`src/rtl/dmem_lsu_pkg.sv`:
```
// rtl/dmem_lsu_pkg.sv - shared constants, state encoding and funct3 legality for the load/store unit
package dmem_lsu_pkg;

  localparam int LSU_ADDR_W = 12;
  localparam int LSU_XLEN   = 32;

  localparam logic [2:0] F3_B  = 3'b000;
  localparam logic [2:0] F3_H  = 3'b001;
  localparam logic [2:0] F3_W  = 3'b010;
  localparam logic [2:0] F3_BU = 3'b100;
  localparam logic [2:0] F3_HU = 3'b101;

  typedef enum logic [2:0] {
    S_IDLE,
    S_LOAD,
    S_RMW_RD,
    S_WRITE,
    S_RESP
  } lsu_state_e;

  function automatic logic f3_illegal(input logic store, input logic [2:0] f3);
    if (store) return (f3 != F3_B) && (f3 != F3_H) && (f3 != F3_W);
    return (f3 == 3'b011) || (f3 == 3'b110) || (f3 == 3'b111);
  endfunction

endpackage

```
`src/rtl/dmem_lsu_if.sv`:
```
// rtl/dmem_lsu_if.sv - core request/response and data RAM bus seen by the load/store unit
interface dmem_lsu_if #(
  parameter int ADDR_W = 12,
  parameter int XLEN   = 32
);
  logic              req_valid;
  logic              req_ready;
  logic              req_store;
  logic [2:0]        req_funct3;
  logic [XLEN-1:0]   req_addr;
  logic [XLEN-1:0]   req_wdata;
  logic              rsp_valid;
  logic [XLEN-1:0]   rsp_rdata;
  logic              rsp_err;
  logic [ADDR_W-1:0] mem_addr;
  logic [XLEN-1:0]   mem_wdata;
  logic              mem_we;
  logic [XLEN-1:0]   mem_rdata;

  modport slave (
    input  req_valid, req_store, req_funct3, req_addr, req_wdata, mem_rdata,
    output req_ready, rsp_valid, rsp_rdata, rsp_err, mem_addr, mem_wdata, mem_we
  );

  modport master (
    output req_valid, req_store, req_funct3, req_addr, req_wdata, mem_rdata,
    input  req_ready, rsp_valid, rsp_rdata, rsp_err, mem_addr, mem_wdata, mem_we
  );
endinterface

```
`src/rtl/dmem_lsu_lane.sv`:
```
// rtl/dmem_lsu_lane.sv - byte/half lane extraction with extension, and sub-word merge into a RAM word
module dmem_lsu_lane
  import dmem_lsu_pkg::*;
(
  input  logic [31:0] word_i,
  input  logic [1:0]  offset_i,
  input  logic [2:0]  funct3_i,
  input  logic [31:0] sdata_i,
  output logic [31:0] load_o,
  output logic [31:0] merged_o
);
  logic [7:0]  byte_sel;
  logic [15:0] half_sel;

  always_comb begin
    byte_sel = word_i[{offset_i, 3'b000} +: 8];
    half_sel = offset_i[1] ? word_i[31:16] : word_i[15:0];
    load_o   = '0;
    merged_o = word_i;
    case (funct3_i)
      F3_B: begin
        load_o = {{24{byte_sel[7]}}, byte_sel};
        merged_o[{offset_i, 3'b000} +: 8] = sdata_i[7:0];
      end
      F3_H: begin
        load_o = {{16{half_sel[15]}}, half_sel};
        if (offset_i[1]) merged_o[31:16] = sdata_i[15:0];
        else             merged_o[15:0]  = sdata_i[15:0];
      end
      F3_W: begin
        load_o   = word_i;
        merged_o = sdata_i;
      end
      F3_BU:   load_o = {24'd0, byte_sel};
      F3_HU:   load_o = {16'd0, half_sel};
      default: ;
    endcase
  end
endmodule

```
`src/rtl/dmem_lsu.sv`:
```
// rtl/dmem_lsu.sv - RV32I load/store unit in front of a word-wide RAM without byte enables
module dmem_lsu
  import dmem_lsu_pkg::*;
#(
  parameter int ADDR_W = LSU_ADDR_W,
  parameter int XLEN   = LSU_XLEN
) (
  input logic       clk,
  input logic       rst,
  dmem_lsu_if.slave bus
);
  lsu_state_e        state_q;
  logic              ready_q;
  logic              err_q;
  logic [2:0]        f3_q;
  logic [ADDR_W+1:0] addr_q;
  logic [XLEN-1:0]   wdata_q;
  logic [XLEN-1:0]   rdata_q;

  logic [XLEN-1:0] load_val;
  logic [XLEN-1:0] merged;
  logic            out_of_range;
  logic            misaligned;
  logic            req_err;

  always_comb begin
    out_of_range = |bus.req_addr[XLEN-1:ADDR_W+2];
    misaligned   = ((bus.req_funct3[1:0] == 2'b01) && bus.req_addr[0]) ||
                   ((bus.req_funct3[1:0] == 2'b10) && (bus.req_addr[1:0] != 2'b00));
    req_err      = f3_illegal(bus.req_store, bus.req_funct3) || out_of_range || misaligned;
  end

  dmem_lsu_lane u_lane (
    .word_i   (bus.mem_rdata),
    .offset_i (addr_q[1:0]),
    .funct3_i (f3_q),
    .sdata_i  (wdata_q),
    .load_o   (load_val),
    .merged_o (merged)
  );

  // wdata_q doubles as the store word: raw data for SW, merged word after RMW_RD
  always_ff @(posedge clk or posedge rst) begin
    if (rst) begin
      state_q <= S_IDLE;
      ready_q <= 1'b0;
      err_q   <= 1'b0;
      f3_q    <= '0;
      addr_q  <= '0;
      wdata_q <= '0;
      rdata_q <= '0;
    end else begin
      case (state_q)
        S_IDLE: begin
          if (bus.req_valid && ready_q) begin
            ready_q <= 1'b0;
            err_q   <= req_err;
            f3_q    <= bus.req_funct3;
            addr_q  <= bus.req_addr[ADDR_W+1:0];
            wdata_q <= bus.req_wdata;
            rdata_q <= '0;
            if (req_err)                   state_q <= S_RESP;
            else if (!bus.req_store)       state_q <= S_LOAD;
            else if (bus.req_funct3 == F3_W) state_q <= S_WRITE;
            else                           state_q <= S_RMW_RD;
          end else begin
            ready_q <= 1'b1;
          end
        end
        S_LOAD: begin
          rdata_q <= load_val;
          state_q <= S_RESP;
        end
        S_RMW_RD: begin
          wdata_q <= merged;
          state_q <= S_WRITE;
        end
        S_WRITE: state_q <= S_RESP;
        S_RESP: begin
          ready_q <= 1'b1;
          state_q <= S_IDLE;
        end
        default: state_q <= S_IDLE;
      endcase
    end
  end

  assign bus.req_ready = ready_q;
  assign bus.mem_addr  = (state_q == S_IDLE) ? '0 : addr_q[ADDR_W+1:2];
  assign bus.mem_we    = (state_q == S_WRITE);
  assign bus.mem_wdata = (state_q == S_WRITE) ? wdata_q : '0;
  assign bus.rsp_valid = (state_q == S_RESP);
  assign bus.rsp_err   = (state_q == S_RESP) && err_q;
  assign bus.rsp_rdata = (state_q == S_RESP) ? rdata_q : '0;
endmodule

```
`src/flat_wrapper.sv`:
```
// flat-port wrapper written by rule: the top's interface ports become plain ports
module dmem_lsu_flat import dmem_lsu_pkg::*;
#(
  parameter int ADDR_W = LSU_ADDR_W,
  parameter int XLEN   = LSU_XLEN
)
  (clk, rst, bus_req_valid, bus_req_store, bus_req_funct3, bus_req_addr, bus_req_wdata, bus_mem_rdata, bus_req_ready, bus_rsp_valid, bus_rsp_rdata, bus_rsp_err, bus_mem_addr, bus_mem_wdata, bus_mem_we);
  dmem_lsu_if #(.ADDR_W(ADDR_W), .XLEN(XLEN)) bus_i ();
  input logic clk;
  input logic rst;
  input wire logic [$bits(bus_i.req_valid)-1:0] bus_req_valid;
  input wire logic [$bits(bus_i.req_store)-1:0] bus_req_store;
  input wire logic [$bits(bus_i.req_funct3)-1:0] bus_req_funct3;
  input wire logic [$bits(bus_i.req_addr)-1:0] bus_req_addr;
  input wire logic [$bits(bus_i.req_wdata)-1:0] bus_req_wdata;
  input wire logic [$bits(bus_i.mem_rdata)-1:0] bus_mem_rdata;
  output wire logic [$bits(bus_i.req_ready)-1:0] bus_req_ready;
  output wire logic [$bits(bus_i.rsp_valid)-1:0] bus_rsp_valid;
  output wire logic [$bits(bus_i.rsp_rdata)-1:0] bus_rsp_rdata;
  output wire logic [$bits(bus_i.rsp_err)-1:0] bus_rsp_err;
  output wire logic [$bits(bus_i.mem_addr)-1:0] bus_mem_addr;
  output wire logic [$bits(bus_i.mem_wdata)-1:0] bus_mem_wdata;
  output wire logic [$bits(bus_i.mem_we)-1:0] bus_mem_we;
  assign bus_i.req_valid = bus_req_valid;
  assign bus_i.req_store = bus_req_store;
  assign bus_i.req_funct3 = bus_req_funct3;
  assign bus_i.req_addr = bus_req_addr;
  assign bus_i.req_wdata = bus_req_wdata;
  assign bus_i.mem_rdata = bus_mem_rdata;
  assign bus_req_ready = bus_i.req_ready;
  assign bus_rsp_valid = bus_i.rsp_valid;
  assign bus_rsp_rdata = bus_i.rsp_rdata;
  assign bus_rsp_err = bus_i.rsp_err;
  assign bus_mem_addr = bus_i.mem_addr;
  assign bus_mem_wdata = bus_i.mem_wdata;
  assign bus_mem_we = bus_i.mem_we;
  dmem_lsu #(.ADDR_W(ADDR_W), .XLEN(XLEN)) u_core (.clk(clk), .rst(rst), .bus(bus_i));
endmodule
```
`config.mk`:
```
export PLATFORM = sky130hd
export DESIGN_NAME = dmem_lsu_flat
export DESIGN_NICKNAME = d
export VERILOG_FILES = /design/src/rtl/dmem_lsu_pkg.sv /design/src/rtl/dmem_lsu_if.sv /design/src/rtl/dmem_lsu_lane.sv /design/src/rtl/dmem_lsu.sv /design/src/flat_wrapper.sv
export SDC_FILE = /design/constraint.sdc
export NUM_CORES = 1
export LEC_CHECK = 0
export CAP_MARGIN = 20
export CORE_MARGIN = 2
export CORE_UTILIZATION = 46
export CTS_CLUSTER_SIZE = 12
export DETAILED_ROUTE_END_ITERATION = 10
export GPL_TIMING_DRIVEN = 0
export PLACE_DENSITY = 0.82
export SLEW_MARGIN = 20
export SYNTH_ARGS = -nofsm -noshare
export SYNTH_HDL_FRONTEND = slang
export SYNTH_SLANG_ARGS = --single-unit
```
`constraint.sdc`:
```
create_clock -name clk -period 3.6 [get_ports clk]
set_clock_uncertainty 0.15 [all_clocks]
set_input_delay 0.54 -clock clk [delete_from_list [all_inputs] [get_ports clk]]
set_output_delay 0.54 -clock clk [all_outputs]
set_load 0.01 [all_outputs]
```
Word-level counts from Yosys, hierarchy flattened

Index checks and enable logic that the tools add are counted.
W data, S select, Z words.

Bits in registers: 86
Latch bits: 0
Memory bits (writable): 0
ROM bits: 0
Word-level logic and storage cells: 78
Memories kept: 0

$add $sub $neg: 1
Multiply operators: 0
Div/mod/pow operators: 0
Magnitude comparators: 0
Equal/unequal tests: 19
Shifts and indexed selects: 3
Multiplexer cells: 23
Bitwise logic cells: 0
Reduce and logical (&&, ||, !) cells: 24

Operators with widths:

| cell                     | count |
|---|---|
| $pmux W32 S5             | 1 |
| $mux W32                 | 4 |
| $pmux W32 S2             | 2 |
| $pmux W32 S3             | 1 |
| $mux W16                 | 3 |
| $bwmux W32               | 1 |
| $shift A8 B7 Y32 const A | 1 |
| $shiftx A32 B6 Y8        | 1 |
| $shiftx A8 B7 Y32        | 1 |
| $reduce_or A18 Y1        | 1 |
| $eq A3 B2 Y1 const B     | 5 |
| $eq A3 B3 Y1 const B     | 5 |
| $mux W12                 | 1 |
| $mux W3                  | 3 |
| $pmux W3 S3              | 1 |
| $reduce_bool A2 Y1       | 4 |
| $neg A5 Y7               | 1 |
| $eq A3 B1 Y1 const B     | 2 |
| $logic_and A1 B1 Y1      | 6 |
| $logic_not A3 Y1         | 2 |
| $ne A3 B2 Y1 const B     | 2 |
| $logic_or A1 B1 Y1       | 5 |
| $mux W1                  | 5 |
| $reduce_and A2 Y1        | 2 |
| 10 further kinds         | 10 |

Logic depth before layout (Yosys ltp)

Gate-level depths: netlist of run 1.

Depth after elaboration: 10
Mapped depth: 8
Mapped depth without buffers: 6

Cells and area by module

From an unflattened synthesis of run 1, not the netlist that was laid out.

Cells, all modules: 730
Area, all modules: 5980.7 um^2

Modules (own cells, without submodules):

| module        | instances | cells an instance | area each (um^2) | seq. area each (um^2) |
|---|---|---|---|---|
| dmem_lsu      | 1         | 472               | 4212.8           | 2152.1 |
| dmem_lsu_lane | 1         | 258               | 1767.9           | 0.0 |

Worst setup path before layout of run 1

Ideal clock, no wire load.

Path type: reg2reg
Start: register u_core.addr_q[1]
End: register u_core.wdata_q[10]
Library setup time: 0.092 ns
Data arrival time: 2.165 ns
Setup slack: 1.193 ns
Cell stages (with the launch flop): 9
Path buffers: 2
Cells stage by stage: dfrtp_1 -> buf_2 -> inv_1 -> ha_1 -> or4b_4 -> buf_6 -> nor4b_4 -> a221oi_1 -> o31ai_2

Word-level cells in the longest chain between the ends: 5
Elaborated cells on any way between the ends: 8
Classes of those cells: add/sub (1); eq/ne (1); shift (2); mux (3); reduce/logical (1)

Ends and longest elaborated chain:

| what                                                  | line                | text |
|---|---|---|
| from (decl)                                           | dmem_lsu.sv:16      | `logic [ADDR_W+1:0] addr_q;` |
| from (signal assigned)                                | dmem_lsu.sv:59      | `addr_q <= bus.req_addr[ADDR_W+1:0];` |
| $neg A5 Y7                                            | dmem_lsu_lane.sv:23 | `merged_o[{offset_i, 3'b000} +: 8] = sdata_i[7:0];` |
| $shiftx A8 B7 Y32 or $shift A8 B7 Y32 (tied branches) | dmem_lsu_lane.sv:23 |  |
| $bwmux W32                                            | dmem_lsu_lane.sv:23 |  |
| $pmux W32 S3                                          | dmem_lsu_lane.sv:20 | `case (funct3_i)` |
| $pmux W32 S2                                          | dmem_lsu.sv:53      | `case (state_q)` |
| to (signal assigned)                                  | dmem_lsu.sv:60      | `wdata_q <= bus.req_wdata;` |
| to (signal assigned)                                  | dmem_lsu.sv:75      | `wdata_q <= merged;` |
| to (decl)                                             | dmem_lsu.sv:17      | `logic [XLEN-1:0] wdata_q;` |

Parallel ways exist; a longest one is shown, timed or not.
A chain may end at the register's enable or synchronous reset.

Final worst setup path of run 1

Start: register u_core.state_q[2]
End: output bus_mem_wdata[13]

Word-level cells in the longest chain between the ends: 2

Ends and longest elaborated chain:

| what                   | line               | text |
|---|---|---|
| from (decl)            | dmem_lsu.sv:12     | `lsu_state_e state_q;` |
| from (signal assigned) | dmem_lsu.sv:45     | `state_q <= S_IDLE;` |
| from (signal assigned) | dmem_lsu.sv:62     | `if (req_err) state_q <= S_RESP;` |
| from (signal assigned) | dmem_lsu.sv:63     | `else if (!bus.req_store) state_q <= S_LOAD;` |
| $eq A3 B2 Y1           | dmem_lsu.sv:91     | `assign bus.mem_wdata = (state_q == S_WRITE) ? wdata_q : '0;` |
| $mux W32               | dmem_lsu.sv:91     |  |
| to (decl)              | flat_wrapper.sv:22 | `output wire logic [$bits(bus_i.mem_wdata)-1:0] bus_mem_wdata;` |

Every way passes these cells.

==> key figures, run 1 <==
Synthesis
  – Seq/Total Area, Yosys: 42.49%
  – Top-count cell post-synth: dfrtp_1
  – Main flop type after synthesis: dfrtp_1
  – Number of distinct library cells after synthesis: 53
  – Synth cell count leaders: dfrtp_1 (86), o21ai_0 (54), and3_1 (50)
  – Area leader, netlist: dfrtp_1
  – Yosys warns: 0
  – Post-synth EDFFs: 0
  – Mean Syn Cell Area: 9.740 µm²
  – Area contributors post-synth: dfrtp_1 (42%), and3_1 (6.2%), o21ai_0 (5.3%)
  – Synth async-reset ratio: 100.0%
  – Cell area after synthesis: 5065 µm²
  – Synth top area share: 42.49%
  – Synthesized flop and latch total: 86
  – Syn Nets: 628
  – Mapped Cells: 520

Final layout
  – Post-layout util: 67.54%
  – Design Area, Final: 7289 µm²
  – Filler cell count: 880
  – Final net count: 822
  – Area grow syn2layout: 43.92%
  – Share of layout cells above drive strength 1: 10.15%
  – Final Non-Filler Cells: 859
  – Ant. Diodes: 0

Route
  – Avg WL per Cell: 20.25 µm
  – Routed vias/inst: 6.092
  – Drt first-iter violations: 555
  – Met2 Wirelength: 8471 µm
  – DR pass1 iterations: 9
  – Final WL: 17400 µm
  – Met3 WL: 1678 µm
  – Antenna viol nets, final: 0
  – Drt drc: 0
  – WL met1: 6799 µm
  – Vias: 5233
  – Top layer used by detailed routing: met4

Place
  – Pre-CTS WS: 0.5693 ns
  – # port buffers: 182
  – Placer congestion estimate: 0.9538
  – Post-DP Area: 7092 µm²
  – Placed cells: 843
  – Post-DP HPWL: 13380 µm

Setup path
  – Crit-path max cell delay: 0.54 ns
  – Crit start category: register
  – CP top delay family: buffers and inverters
  – Crit path DAT: 2.79 ns
  – CP most frequent cell: clkbuf_1
  – Ordered list of cells on the worst path: clkbuf_1 -> nor2_1 -> clkbuf_1 -> and2_1 -> clkdlybuf4s50_1
  – Worst endpoint required time: 2.91 ns
  – Crit path max-delay cell type: clkdlybuf4s50_1
  – Crit path buf inv count: 3
  – Crit-path max FO: 10
  – CP Capture Type: output port
  – Crit path kind: register to output port

Clock network
  – H-tree depth: 3
  – Num Clock Sinks: 86
  – Clk slew on worst S/H paths: 0.09 ns
  – CTS Root Cell: clkbuf_8
  – Postcts setup bufs: 0
  – Post-CTS Resized: 0
  – CTS Hold Buffers Added: 0
  – TritonCTS clock tree: built
  – Clk_lat worst skew: 0.38 ns
  – Clock buffer depth: 2
  – Number of CTS-inserted buffers: 9

Run
  – Max-Cap Viols: 0

Floorplan
  – FP Rows: 38
  – Io pins: 183
  – Die H: 108.9 µm
  – Die footprint: 11870 µm²
  – Die W: 108.9 µm
  – Starting density of the core: 46.93%
  – Core area: 10790 µm²

Global routing
  – Congestion Overflow GR: 0
  – First-pass GRT wire length: 26530 µm
  – Vias in the first global route: 5157
  – Initial antenna violation count: 0
  – GRT Total Usage: 29.64%
  – Pin count of the biggest net entering global routing: 48

Timing
  – Worst Tran Pin Value: 0.9558 ns
  – Slew HR: 35.41%
  – Final Max Tran Viols: 0
  – Final hold vios: 0
  – RSZ-0062 raised after global routing: no
  – PnR worst setup slack: 0.1243 ns
  – Period utilization: 96.55%
  – Setup violations, final: 0
  – Final Critical Period: 3.476 ns
  – Fmax: 287.7 MHz

Power
  – PD cells: 361.7 nW/µm²
  – Maximum vdd drop: 214.8 µV
  – Pleak: 3.021 nW

Min path
  – Hold WC Path Type: register to register

Status
  – Status: completed
-- per-layer routing --
| layer | vias to the layer above | GRT usage, % |
|---|---|---|
| met5 | - | 0 |
| met4 | 0 | 11.08 |
| met3 | 46 | 6.097 |
| met2 | 311 | 48.58 |
| met1 | 2540 | 38.71 |
| li1 | 2336 | - |
-- power by group --
group	switching [mW]	internal [mW]	total, mW
sequential	0.106	1.09	1.19
clock	0.376	0.324	0.700
combinational	0.387	0.358	0.744
total	0.868	1.77	2.64
-- state kept, by name, indices dropped and copies added, names as in the netlist --
signal	flops
u_core.addr_q	14
u_core.err_q	1
u_core.wdata_q	32
u_core.rdata_q	32
u_core.state_q	3
u_core.bus.req_ready	1
u_core.f3_q	3
-- worst paths after layout --
| path | from | endpoint | slack, ns | depth (start not counted) |
|---|---|---|---|---|
| setup / recovery | u_core.state_q[2]$_DFFE_PP0P_ | bus_mem_wdata[13] | 0.12 | 5 |
| hold / removal | u_core.wdata_q[18]$_DFFE_PP0P_ | u_core.wdata_q[18]$_DFFE_PP0P_ | 0.33 | 2 |
| setup reg to reg | u_core.addr_q[1]$_DFFE_PP0P_ | u_core.wdata_q[31]$_DFFE_PP0P_ | 0.82 | 7 |
| hold reg to reg | u_core.wdata_q[18]$_DFFE_PP0P_ | u_core.wdata_q[18]$_DFFE_PP0P_ | 0.33 | 2 |
| max in group asynchronous | rst | u_core.wdata_q[7]$_DFFE_PP0P_ | 2.29 | 3 |
| min in group asynchronous | rst | u_core.addr_q[8]$_DFFE_PP0P_ | 0.41 | 2 |
-- kinds of logic after synthesis --
family                     Yosys count  share of synthesized area [%]
DFF                                 86                          42.49
adders and majority gates            5                          1.235
and+or+nand+nor                    196                          22.65
muxes                               27                          6.127
buffers and inverters               48                          4.224
AOI/OAI and AO/OA                  158                          23.27
-- metrics by stage --
step,hold WS [ns],setup TNS [ns],power [mW]
after global placement,0.3057,-44.90,1.896
after global routing,0.3577,0,2.751
final,0.3311,0,2.637
after detailed placement,0.3125,0,1.933
after floorplan,0.2918,0,1.605
after CTS,0.3335,0,2.621
-- layout make-up --
type / count / area, µm² / share of cell area, %
clock inverter: 6 / 70.07 / 0.9612
multi-input combinational: 386 / 2699 / 37.02
timing repair buffer: 183 / 1849 / 25.37
clock buffer: 10 / 127.6 / 1.751
inverter: 6 / 25.02 / 0.3433
tap: 140 / 175.2 / 2.403
buffer: 42 / 191.4 / 2.626
sequential: 86 / 2152 / 29.52
-- cell usage in the layout, fill, tap and decap left out, types with 5 or more instances in the layout --
| cell type | n |
|---|---|
| a2111oi_0 | 6 |
| a21oi_1 | 12 |
| a221o_1 | 16 |
| a221oi_1 | 16 |
| a222oi_1 | 7 |
| a22oi_1 | 8 |
| and2_1 | 41 |
| and3_1 | 50 |
| buf_2 | 6 |
| clkbuf_1 | 32 |
| clkbuf_8 | 9 |
| clkdlybuf4s50_1 | 182 |
| dfrtp_1 | 86 |
| ha_1 | 5 |
| inv_1 | 5 |
| mux2_2 | 22 |
| nand2_1 | 37 |
| nor2_1 | 22 |
| nor2b_1 | 14 |
| nor3_1 | 5 |
| o211ai_1 | 9 |
| o21ai_0 | 54 |
| o2bb2ai_1 | 8 |
| o31ai_2 | 8 |
| or2_2 | 5 |
-- worst register-to-register path, cell delays in order (launching register included) --
cell      delay, ns
dfrtp_1        0.38
buf_2          0.25
inv_1          0.17
ha_1           0.36
nor4bb_1       0.83
nand3_1        0.17
and3_1         0.23
o21ai_0        0.17
No activity file was read; power rests on OpenSTA's default activity.
==> inputs of run 2 (changes only) <==
--- a/config.mk
+++ b/config.mk
@@ -12,6 +12,7 @@
 export DETAILED_ROUTE_END_ITERATION = 10
 export GPL_TIMING_DRIVEN = 0
 export PLACE_DENSITY = 0.82
+export REMOVE_ABC_BUFFERS = 1
 export SLEW_MARGIN = 20
 export SYNTH_ARGS = -nofsm -noshare
 export SYNTH_HDL_FRONTEND = slang
==> constraint.sdc (replaced) <==
create_clock -name clk -period 3.45 [get_ports clk]
set_clock_uncertainty 0.15 [all_clocks]
set_input_delay 0.5175 -clock clk [delete_from_list [all_inputs] [get_ports clk]]
set_output_delay 0.5175 -clock clk [all_outputs]
set_load 0.01 [all_outputs]
==> run 2 against run 1 <==
  * Combinational power is 6.0% lower
  * Hold slack got worse by 0.0032 ns
  * Sequential share of layout area increased by 0.43 points
  * Critical path depth down 1
  * Power up 2.5%
  * Count of clock-buffer cells in the layout grew 1
  * Largest power group unchanged
  * Clock power is 3.1% higher
  * Utilization down 0.94 points
==> key figures, run 2 (same netlist as run 1, synthesis figures left out) <==
Clock network
  – TritonCTS clock tree: built
  – H-tree depth: 3 (unchanged)
  – Clk_lat worst skew: 0.36 ns (-0.02 ns)
  – Clk slew on worst S/H paths: 0.09 ns (about the same)
  – Num Clock Sinks: 86 (unchanged)
  – Postcts setup bufs: 0 (unchanged)
  – Clock buffer depth: 2 (unchanged)
  – CTS Root Cell: clkbuf_8
  – Number of CTS-inserted buffers: 9 (unchanged)
  – Post-CTS Resized: 0 (unchanged)
  – CTS Hold Buffers Added: 0 (unchanged)

Timing
  – RSZ-0062 raised after global routing: no
  – Final Max Tran Viols: 0 (unchanged)
  – PnR worst setup slack: 0.1955 ns (+0.07125 ns)
  – Final Critical Period: 3.254 ns
  – Final hold vios: 0 (unchanged)
  – Fmax: 307.3 MHz
  – Period utilization: 94.33%
  – Worst Tran Pin Value: 1.094 ns (+0.1384 ns)
  – Slew HR: 26.49% (-8.9 points)
  – Setup violations, final: 0 (unchanged)

Global routing
  – Initial antenna violation count: 0 (unchanged)
  – First-pass GRT wire length: 25430 µm (-4.2%)
  – Congestion Overflow GR: 0 (unchanged)
  – Pin count of the biggest net entering global routing: 59 (+23%)
  – Vias in the first global route: 4880 (-5.4%)
  – GRT Total Usage: 28.02% (-1.6 points)

Final layout
  – Share of layout cells above drive strength 1: 11.14% (+0.99 points)
  – Most frequent cells in the layout: clkdlybuf4s50_1 (182), dfrtp_1 (85), o21ai_0 (54)
  – Final Non-Filler Cells: 822 (-4.3%)
  – Biggest regs: u_core.rdata_q x32, u_core.wdata_q x32, u_core.addr_q x14
  – Area grow syn2layout: 41.92%
  – Ant. Diodes: 0 (unchanged)
  – Final net count: 785 (-4.5%)
  – Design Area, Final: 7188 µm² (-1.4%)
  – Commonest non-fill, non-tap cell in the layout: clkdlybuf4s50_1

Power
  – Maximum vdd drop: 211.3 µV (-1.6%)
  – PD cells: 375.9 nW/µm² (+3.9%)
  – Pleak: 2.975 nW (-1.5%)

Setup path
  – Worst R2R Start: u_core.addr_q[1]$_DFFE_PP0P_
  – Ordered list of cells on the worst path: nor2_2 -> buf_6 -> and2_1 -> clkdlybuf4s50_1
  – Crit start category: register
  – CP Capture Type: output port
  – Crit path buf inv count: 2 (-1)
  – Crit path max-delay cell type: dfrtp_2
  – Crit path kind: register to output port
  – Worst endpoint required time: 2.78 ns (-0.13 ns)
  – Crit path DAT: 2.59 ns (-0.20 ns)
  – Crit-path max cell delay: 0.64 ns (+0.10 ns)
  – CP top delay family: buffers and inverters
  – Crit-path max FO: 41 (+31)
  – Crit. Startpoint: u_core.state_q[2]$_DFFE_PP0P_

Floorplan
  – Starting density of the core: 46.93% (unchanged)
  – Die H: 108.9 µm (unchanged)
  – FP Rows: 38 (unchanged)
  – Core area: 10790 µm² (unchanged)
  – Die footprint: 11870 µm² (unchanged)
  – Io pins: 183 (unchanged)
  – Die W: 108.9 µm (unchanged)

Route
  – Routed vias/inst: 6.124 (+0.53%)
  – Avg WL per Cell: 20.37 µm (+0.58%)
  – Vias: 5034 (-3.8%)
  – Drt drc: 0 (unchanged)
  – DR pass1 iterations: 5 (-4)
  – Drt first-iter violations: 450 (-19%)
  – Antenna viol nets, final: 0 (unchanged)
  – Final WL: 16750 µm (-3.7%)

Place
  – Post-DP Area: 6978 µm² (-1.6%)
  – Placed cells: 806 (-4.4%)
  – Placer congestion estimate: 0.8517 (-11%)
  – # port buffers: 182 (unchanged)
  – Pre-CTS WS: 0.06465 ns (-0.5046 ns)
  – Post-DP HPWL: 12590 µm (-5.9%)

Status
  – Status: completed

Min path
  – Hold wc startpoint: u_core.wdata_q[18]$_DFFE_PP0P_
  – Hold WC Path Type: register to register

Run
  – Max-Cap Viols: 0 (unchanged)
[run 2: cell count changes in the layout (fill, tap and decap cells not counted), sizes merged]
cell      delta
clkbuf      -30
buf          -6
clkinvlp     -1
inv          -1
clkinv       +1
[run 2: power breakdown]
part,switching (mW),internal [mW]
registers,0.148,1.13
logic,0.342,0.357
clock network,0.367,0.355
total,0.857,1.84
[run 2: final cells by class]
class                   instances  area (µm²)
flip-flops and latches         86        2153
inverters                       6       25.02
clock inverters                 5       58.81
fillers                       893        3605
clock buffers                  11       141.4
multi-input cells             386        2721
well taps                     140       175.2
repair buffers                188        1913
[run 2: per-layer routing]
metal / vias up / track usage (%) / wire length, µm
met1: 2440 / 35.14 / 6628
met5: - / 0 / 0
met3: 38 / 5.559 / 1543
met2: 293 / 46.41 / 8075
li1: 2263 / - / -
met4: 0 / 13.19 / 498
[run 2: through the flow]
| stage | setup TNS, ns | hold WS (ns) | utilization (%) | power (mW) |
|---|---|---|---|---|
| 3_5_place_dp | 0 | 0.3124 | 64.65 | 1.981 |
| 5_1_grt | 0 | 0.3648 | 66.60 | 2.828 |
| 6_report | 0 | 0.3279 | 66.60 | 2.702 |
| 4_1_cts | -0.7503 | 0.3324 | 66.51 | 2.699 |
| 3_3_place_gp | -84.70 | 0.3060 | 63.66 | 1.941 |
| 2_1_floorplan | 0 | 0.2918 | - | 1.642 |
[run 2: path summary, 6_finish.rpt]
| kind | slack (ns) | cells past startpoint | to |
|---|---|---|---|
| max in group asynchronous | 2.19 | 3 | u_core.wdata_q[26]$_DFFE_PP0P_ |
| setup reg to reg | 0.29 | 6 | u_core.wdata_q[31]$_DFFE_PP0P_ |
| setup / recovery | 0.20 | 4 | bus_mem_wdata[20] |
| hold reg to reg | 0.33 | 2 | u_core.wdata_q[18]$_DFFE_PP0P_ |
| hold / removal | 0.33 | 2 | u_core.wdata_q[18]$_DFFE_PP0P_ |
| min in group asynchronous | 0.35 | 2 | u_core.addr_q[9]$_DFFE_PP0P_ |
[run 2: worst min-delay path, delay by kind of cell, from the launching register on]
family / cells / cell delay (ns)
compound gates: 1 / 0.06
flops: 1 / 0.34
simple gates: 1 / 0.04
==> inputs of run 3 (changes only) <==
--- a/config.mk
+++ b/config.mk
@@ -6,6 +6,7 @@
 export NUM_CORES = 1
 export LEC_CHECK = 0
 export CAP_MARGIN = 20
+export CORE_ASPECT_RATIO = 1.1
 export CORE_MARGIN = 2
 export CORE_UTILIZATION = 46
 export CTS_CLUSTER_SIZE = 12
==> run 3 against run 2 <==
  * Utilization increased by 1.6 points
  * Cell count grew 0.85%
  * Die area barely moved
  * Sequential share of layout area fell by 0.76 points
  * Sequential cell count stayed put
  * Hold slack worse by 0.0071 ns
  * First-iteration DRC count down 17%
  * Register-to-register slack lost 0.04 ns
  * Clock power up 61%
  * Fmax is 1.7% higher
  * Routed wire length increased by 0.29%
  * Via count barely moved
  * Critical endpoint is now u_core.wdata_q[25]$_DFFE_PP0P_
  * Largest cell class unchanged
==> key figures, run 3 (same netlist as run 1, synthesis figures left out) <==
Floorplan
  – Starting density of the core: 46.85% (-0.076 points)
  – Die H: 114.1 µm (+4.7%)
  – Io pins: 183 (unchanged)
  – Die W: 104.0 µm (-4.5%)
  – FP Rows: 40 (+5.3%)
  – Die footprint: 11870 µm² (about the same)
  – Core area: 10810 µm² (+0.16%)

Setup path
  – Crit path max-delay cell type: dfrtp_1
  – Crit-path max FO: 20 (-51%)
  – Worst endpoint required time: 3.56 ns (+0.78 ns)
  – Crit-path max cell delay: 0.90 ns (+0.26 ns)
  – Crit start category: register
  – Crit path DAT: 3.31 ns (+0.72 ns)
  – CP Capture Type: register
  – Ordered list of cells on the worst path: inv_1 -> ha_1 -> nor4bb_2 -> and3_1 -> a2111oi_0 -> o21ai_0
  – Crit path kind: register to register

Status
  – Status: completed

Clock network
  – Clk slew on worst S/H paths: 0.07 ns (-0.02 ns)
  – Number of CTS-inserted buffers: 9 (unchanged)
  – H-tree depth: 3 (unchanged)
  – CTS Root Cell: clkbuf_16
  – Num Clock Sinks: 86 (unchanged)
  – Clock buffer depth: 2 (unchanged)
  – Clk_lat worst skew: 0.34 ns (-0.02 ns)
  – Postcts setup bufs: 0 (unchanged)
  – TritonCTS clock tree: built

Timing
  – Setup violations, final: 0 (unchanged)
  – Final hold vios: 0 (unchanged)
  – Final Max Tran Viols: 0 (unchanged)
  – Slew HR: 36.10% (+9.6 points)
  – PnR worst setup slack: 0.2496 ns (+0.05405 ns)
  – Fmax: 312.5 MHz (+1.7%)
  – Hold slack: 0.3208 ns (-0.007108 ns)
  – Worst Tran Pin Value: 0.9586 ns (-0.1357 ns)
  – RSZ-0062 raised after global routing: no
  – Period utilization: 92.77% (-1.6 points)
  – Final Critical Period: 3.200 ns (-0.05405 ns)

Route
  – Final WL: 16790 µm (+0.29%)
  – Routed vias/inst: 6.066 (-0.94%)
  – Antenna viol nets, final: 0 (unchanged)
  – Avg WL per Cell: 20.26 µm (-0.56%)
  – Drt drc: 0 (unchanged)
  – Vias: 5029 (-0.099%)
  – Drt first-iter violations: 372 (-17%)
  – DR pass1 iterations: 8 (+3)

Run
  – Max-Cap Viols: 0 (unchanged)

Final layout
  – Biggest regs: u_core.rdata_q x32, u_core.wdata_q x32, u_core.addr_q x14
  – Filler cell count: 872 (-2.4%)
  – Register area: 2153 µm² (unchanged)
  – Area of the multi-input gates: 2733 µm² (+0.41%)
  – Most frequent cells in the layout: clkdlybuf4s50_1 (182), dfrtp_1 (85), o21ai_0 (54)
  – Design Area, Final: 7375 µm² (+2.6%)
  – Ant. Diodes: 0 (unchanged)
  – Share of layout cells above drive strength 1: 11.44% (+0.29 points)
  – Commonest non-fill, non-tap cell in the layout: clkdlybuf4s50_1
  – Final net count: 785 (unchanged)
  – Area grow syn2layout: 45.60%

Min path
  – Hold WC Path Type: register to register

Power
  – Maximum vdd drop: 311.1 µV (+47%)
  – PnR Total Power: 3.143 mW (+16%)
  – PD cells: 426.2 nW/µm² (+13%)
  – Pleak: 3.061 nW (+2.9%)

Global routing
  – First-pass GRT wire length: 26490 µm (+4.2%)
  – Congestion Overflow GR: 0 (unchanged)
  – Pin count of the biggest net entering global routing: 54 (-8.5%)
  – GRT Total Usage: 28.28% (+0.26 points)
  – Initial antenna violation count: 0 (unchanged)
  – Vias in the first global route: 5045 (+3.4%)

Place
  – Pre-CTS WS: -0.03035 ns (-0.09500 ns)
  – Post-DP Area: 6998 µm² (+0.29%)
  – Post-DP HPWL: 12380 µm (-1.6%)
  – Placer congestion estimate: 0.9043 (+6.2%)
  – # port buffers: 182 (unchanged)
run 3: critical path: cells and delay by family (launching register included):
family / cells / cell delay, ns
AO/OA/AOI/OAI: 2 / 0.31
flip-flops: 1 / 0.90
adder cells (fa/ha/maj): 1 / 0.43
AND/OR/NAND/NOR: 2 / 1.01
buffers and inverters: 1 / 0.31
run 3: layout make-up:
cell class,instances,area share [%]
inverters,6,0.3393
well taps,147,2.494
repair buffers,188,26.09
clock inverters,6,1.578
flip-flops and latches,86,29.20
clock buffers,10,3.241
multi-input cells,386,37.05
run 3: worst paths after layout:
| path | cells after the start | startpoint | slack, ns | end |
|---|---|---|---|---|
| setup / recovery | 6 | u_core.addr_q[1]$_DFFE_PP0P_ | 0.25 | u_core.wdata_q[25]$_DFFE_PP0P_ |
| hold / removal | 2 | u_core.wdata_q[22]$_DFFE_PP0P_ | 0.32 | u_core.wdata_q[22]$_DFFE_PP0P_ |
| setup reg to reg | 6 | u_core.addr_q[1]$_DFFE_PP0P_ | 0.25 | u_core.wdata_q[25]$_DFFE_PP0P_ |
| hold reg to reg | 2 | u_core.wdata_q[22]$_DFFE_PP0P_ | 0.32 | u_core.wdata_q[22]$_DFFE_PP0P_ |
| max in group asynchronous | 3 | rst | 2.13 | u_core.wdata_q[4]$_DFFE_PP0P_ |
| min in group asynchronous | 2 | rst | 0.39 | u_core.addr_q[4]$_DFFE_PP0P_ |
run 3: stage by stage:
stage                TNS, ns  utilization [%]  std cells
finish                     0            68.22        829
global placement      -74.27            63.63        807
detailed placement  -0.09879            64.73        813
global route               0            68.22        829
CTS                        0            68.14        829
floorplan                  0                -        478
run 3: where the power goes:
part	switching, mW	total, mW	internal [mW]
clock network	0.424	1.16	0.734
registers	0.147	1.28	1.13
logic	0.343	0.703	0.360
run 3: metal layers:
layer | part of all wire, % | GRT usage [%] | wire length [µm]
met1 | 40 | 34.89 | 6663
met2 | 48 | 47.11 | 8051
met3 | 8.2 | 6.602 | 1380
met4 | 4.2 | 13.78 | 699
met5 | 0 | 0 | 0
run 3: timing repair:
action	CTS	global route
resized for setup	2	0
hold buffers	0	0
endpoints found under the setup margin	9	0
==> edit: new RTL, flow settings as in run 2 <==
Make the reset (`rst`) synchronous in one clocked block.
--- a/src/rtl/dmem_lsu.sv
+++ b/src/rtl/dmem_lsu.sv
@@ -42,3 +42,3 @@
   // wdata_q doubles as the store word: raw data for SW, merged word after RMW_RD
-  always_ff @(posedge clk or posedge rst) begin
+  always_ff @(posedge clk) begin
     if (rst) begin
Formal check against the unedited RTL: differs if rst is asserted again (counterexample within 4 cycles, from zero or initial values and one cycle with rst high); with rst held inactive, the same outputs for 10 cycles.
==> edit against run 2 <==
- sequential share of layout area decreased by 5.8 points
- register-to-register slack improved by 100 ps
- power decreased by 17%
- sequential cell count unchanged
- count of clock-buffer cells in the layout unchanged
- setup slack improved by 200 ps
- design area decreased by 0.66%
- cell count increased by 14%
- first-iteration DRC count increased by 0.22%
- synthesized area decreased by 0.82%
- combinational power decreased by 47%
- core utilization decreased by 0.15 points
- routed wire length increased by 4.2%
- critical path type is now register to register
==> edit: results (changes against run 2) <==
| Metric | Value |
|---|---|
| Layout cells sized above 1 | 6.03% (-5.1 points) |
| R2R setup slack | 390 ps (+100 ps) |
| Post-synth cell types | 60 (+13%) |
| Slew headroom | 32.0% (+5.5 points) |
| Vias in the first global route | 5088 (+4.3%) |
| TritonCTS Buffers | 9 (unchanged) |
| Routed wire length on met3 | 1.40 mm (-9.4%) |
| Hold wc startpoint | u_core.rdata_q[6] |
| WP data arrival | 3180 ps (+590 ps) |
| CTS Root Cell | clkbuf_8 |
| M3 GR Usage | 4.04% (-1.5 points) |
| Final Non-Filler Cells | 936 (+14%) |
| First-pass GRT wire length | 26.4 mm (+3.7%) |
| Met1 Resource Use GR | 37.8% (+2.7 points) |
| Worst Path Max Fanout | 28 (-32%) |
| Gr usage total | 28.6% (+0.54 points) |
| Top routing layer used | met4 |
| Routed metal-1 wirelength | 7.23 mm (+9.1%) |
| Hold path depth | 2 (unchanged) |
| Pre-CTS WS | 229 ps (+164 ps) |
| Final hold vios | 0 (unchanged) |
| Outcome | completed |
| Routability cong. | 0.902 (+5.9%) |
| Routed length on met2 | 8.39 mm (+4.0%) |
| Fill count | 914 (+2.4%) |
| Ys Warns | 0 (unchanged) |
| Synth async-reset ratio | 0% (-100 points) |
| Antenna diode count | 0 (unchanged) |
| Vias | 5633 (+12%) |
| Worst Hold Class | register to register |
| Post-DP HPWL | 12.9 mm (+2.1%) |
| Worst-Skew Late Latency | 370 ps |
| Layout net count | 899 (+15%) |
| Iter 0 DRT Violations | 451 (+0.22%) |
| DP Area | 6890 um2 (-1.3%) |
| Top FF cell, synth | dfxtp_1 |
| Post-synthesis area per instance | 7.75 um2 (-20%) |
| Largest net degree at the start of global routing | 43 (-27%) |
| Drt wl/cell | 18.6 um (-8.5%) |
| PD cells | 314 nW/um2 (-16%) |
| Hold_ws | 300 ps (-27.8 ps) |
| R2R Path Start | u_core.addr_q[1] |
| Initial antenna violation count | 0 (unchanged) |
| Clock buffer depth | 2 (unchanged) |
| Hold Buf Count CTS | 0 (unchanged) |
| CP peak stage delay | 1000 ps (+360 ps) |
| P_leak | 0.00268 uW (-9.9%) |
| Worst R2R End | u_core.wdata_q[14] |
| Placed insts | 918 (+14%) |
| Top cells by area, synth | dfxtp_1, nand2_1, and2_1 |
| Hold Path Sink | u_core.rdata_q[6] |
| Grt met2 use | 47.3% (+0.87 points) |
| CP max-delay cell | dfxtp_1 |
| Sequential share of the synthesized area | 34.3% (-8.2 points) |
| Post-synth top cells | nand2_1, dfxtp_1, clkbuf_1, o21ai_0, a21oi_1 |
| Peak VDD IR | 0.000167 V (-21%) |
| Drt first pass iters | 6 (+1) |
edit: changes by cell type in the layout (fill, tap and decap cells not counted), sizes merged, moves of 9 or more:
cell | run 2 | this run
dfrtp | 86 | 0
nand2 | 37 | 104
a221o | 16 | 6
a22o | 1 | 11
nand3 | 4 | 20
a31oi | 0 | 12
o21ai | 57 | 40
nand2b | 1 | 14
a32o | 0 | 12
and3 | 50 | 34
a21o | 1 | 10
dfxtp | 0 | 86
mux2 | 22 | 5
a21oi | 12 | 38
edit: worst max-delay path by stage:
stage	depth (start not counted)	slack, ps	end	start
2_1_floorplan	4	710	u_core.wdata_q[16]	u_core.state_q[2]
6_report	6	390	u_core.wdata_q[14]	u_core.addr_q[1]
4_1_cts	4	90	bus_mem_wdata[24]	u_core.state_q[2]
5_1_grt	6	170	u_core.wdata_q[27]	u_core.addr_q[1]
3_3_place_gp	5	-640	u_core.wdata_q[30]	bus_req_valid
3_5_place_dp	4	230	u_core.rdata_q[0]	u_core.state_q[2]
edit: worst max-delay path, delay by kind of cell (launching register included):
kind | cells | cell delay, ps
flops | 1 | 1000
simple gates | 2 | 580
fa+ha+maj | 1 | 460
compound gates | 2 | 500
buf+inv | 1 | 270
edit: where the power goes:
group / internal, uW / switching (uW)
clock: 430 / 380
combinational: 192 / 178
sequential: 1020 / 40.1
total: 1640 / 598
edit: cells by family after synthesis:
group | synth area share, %
buffers and inverters | 5.16
DFF | 34.3
adders and majority gates | 1.25
AOI/OAI and AO/OA | 26.8
and+or+nand+nor | 30.6
muxes | 1.97
edit: area by class of cell:
class | count | share of cell area [%]
clock buffers | 11 | 1.98
well taps | 140 | 2.45
flip-flops and latches | 86 | 24.1
clock inverters | 5 | 1.16
multi-input cells | 496 | 43.4
repair buffers | 189 | 26.5
inverters | 9 | 0.473
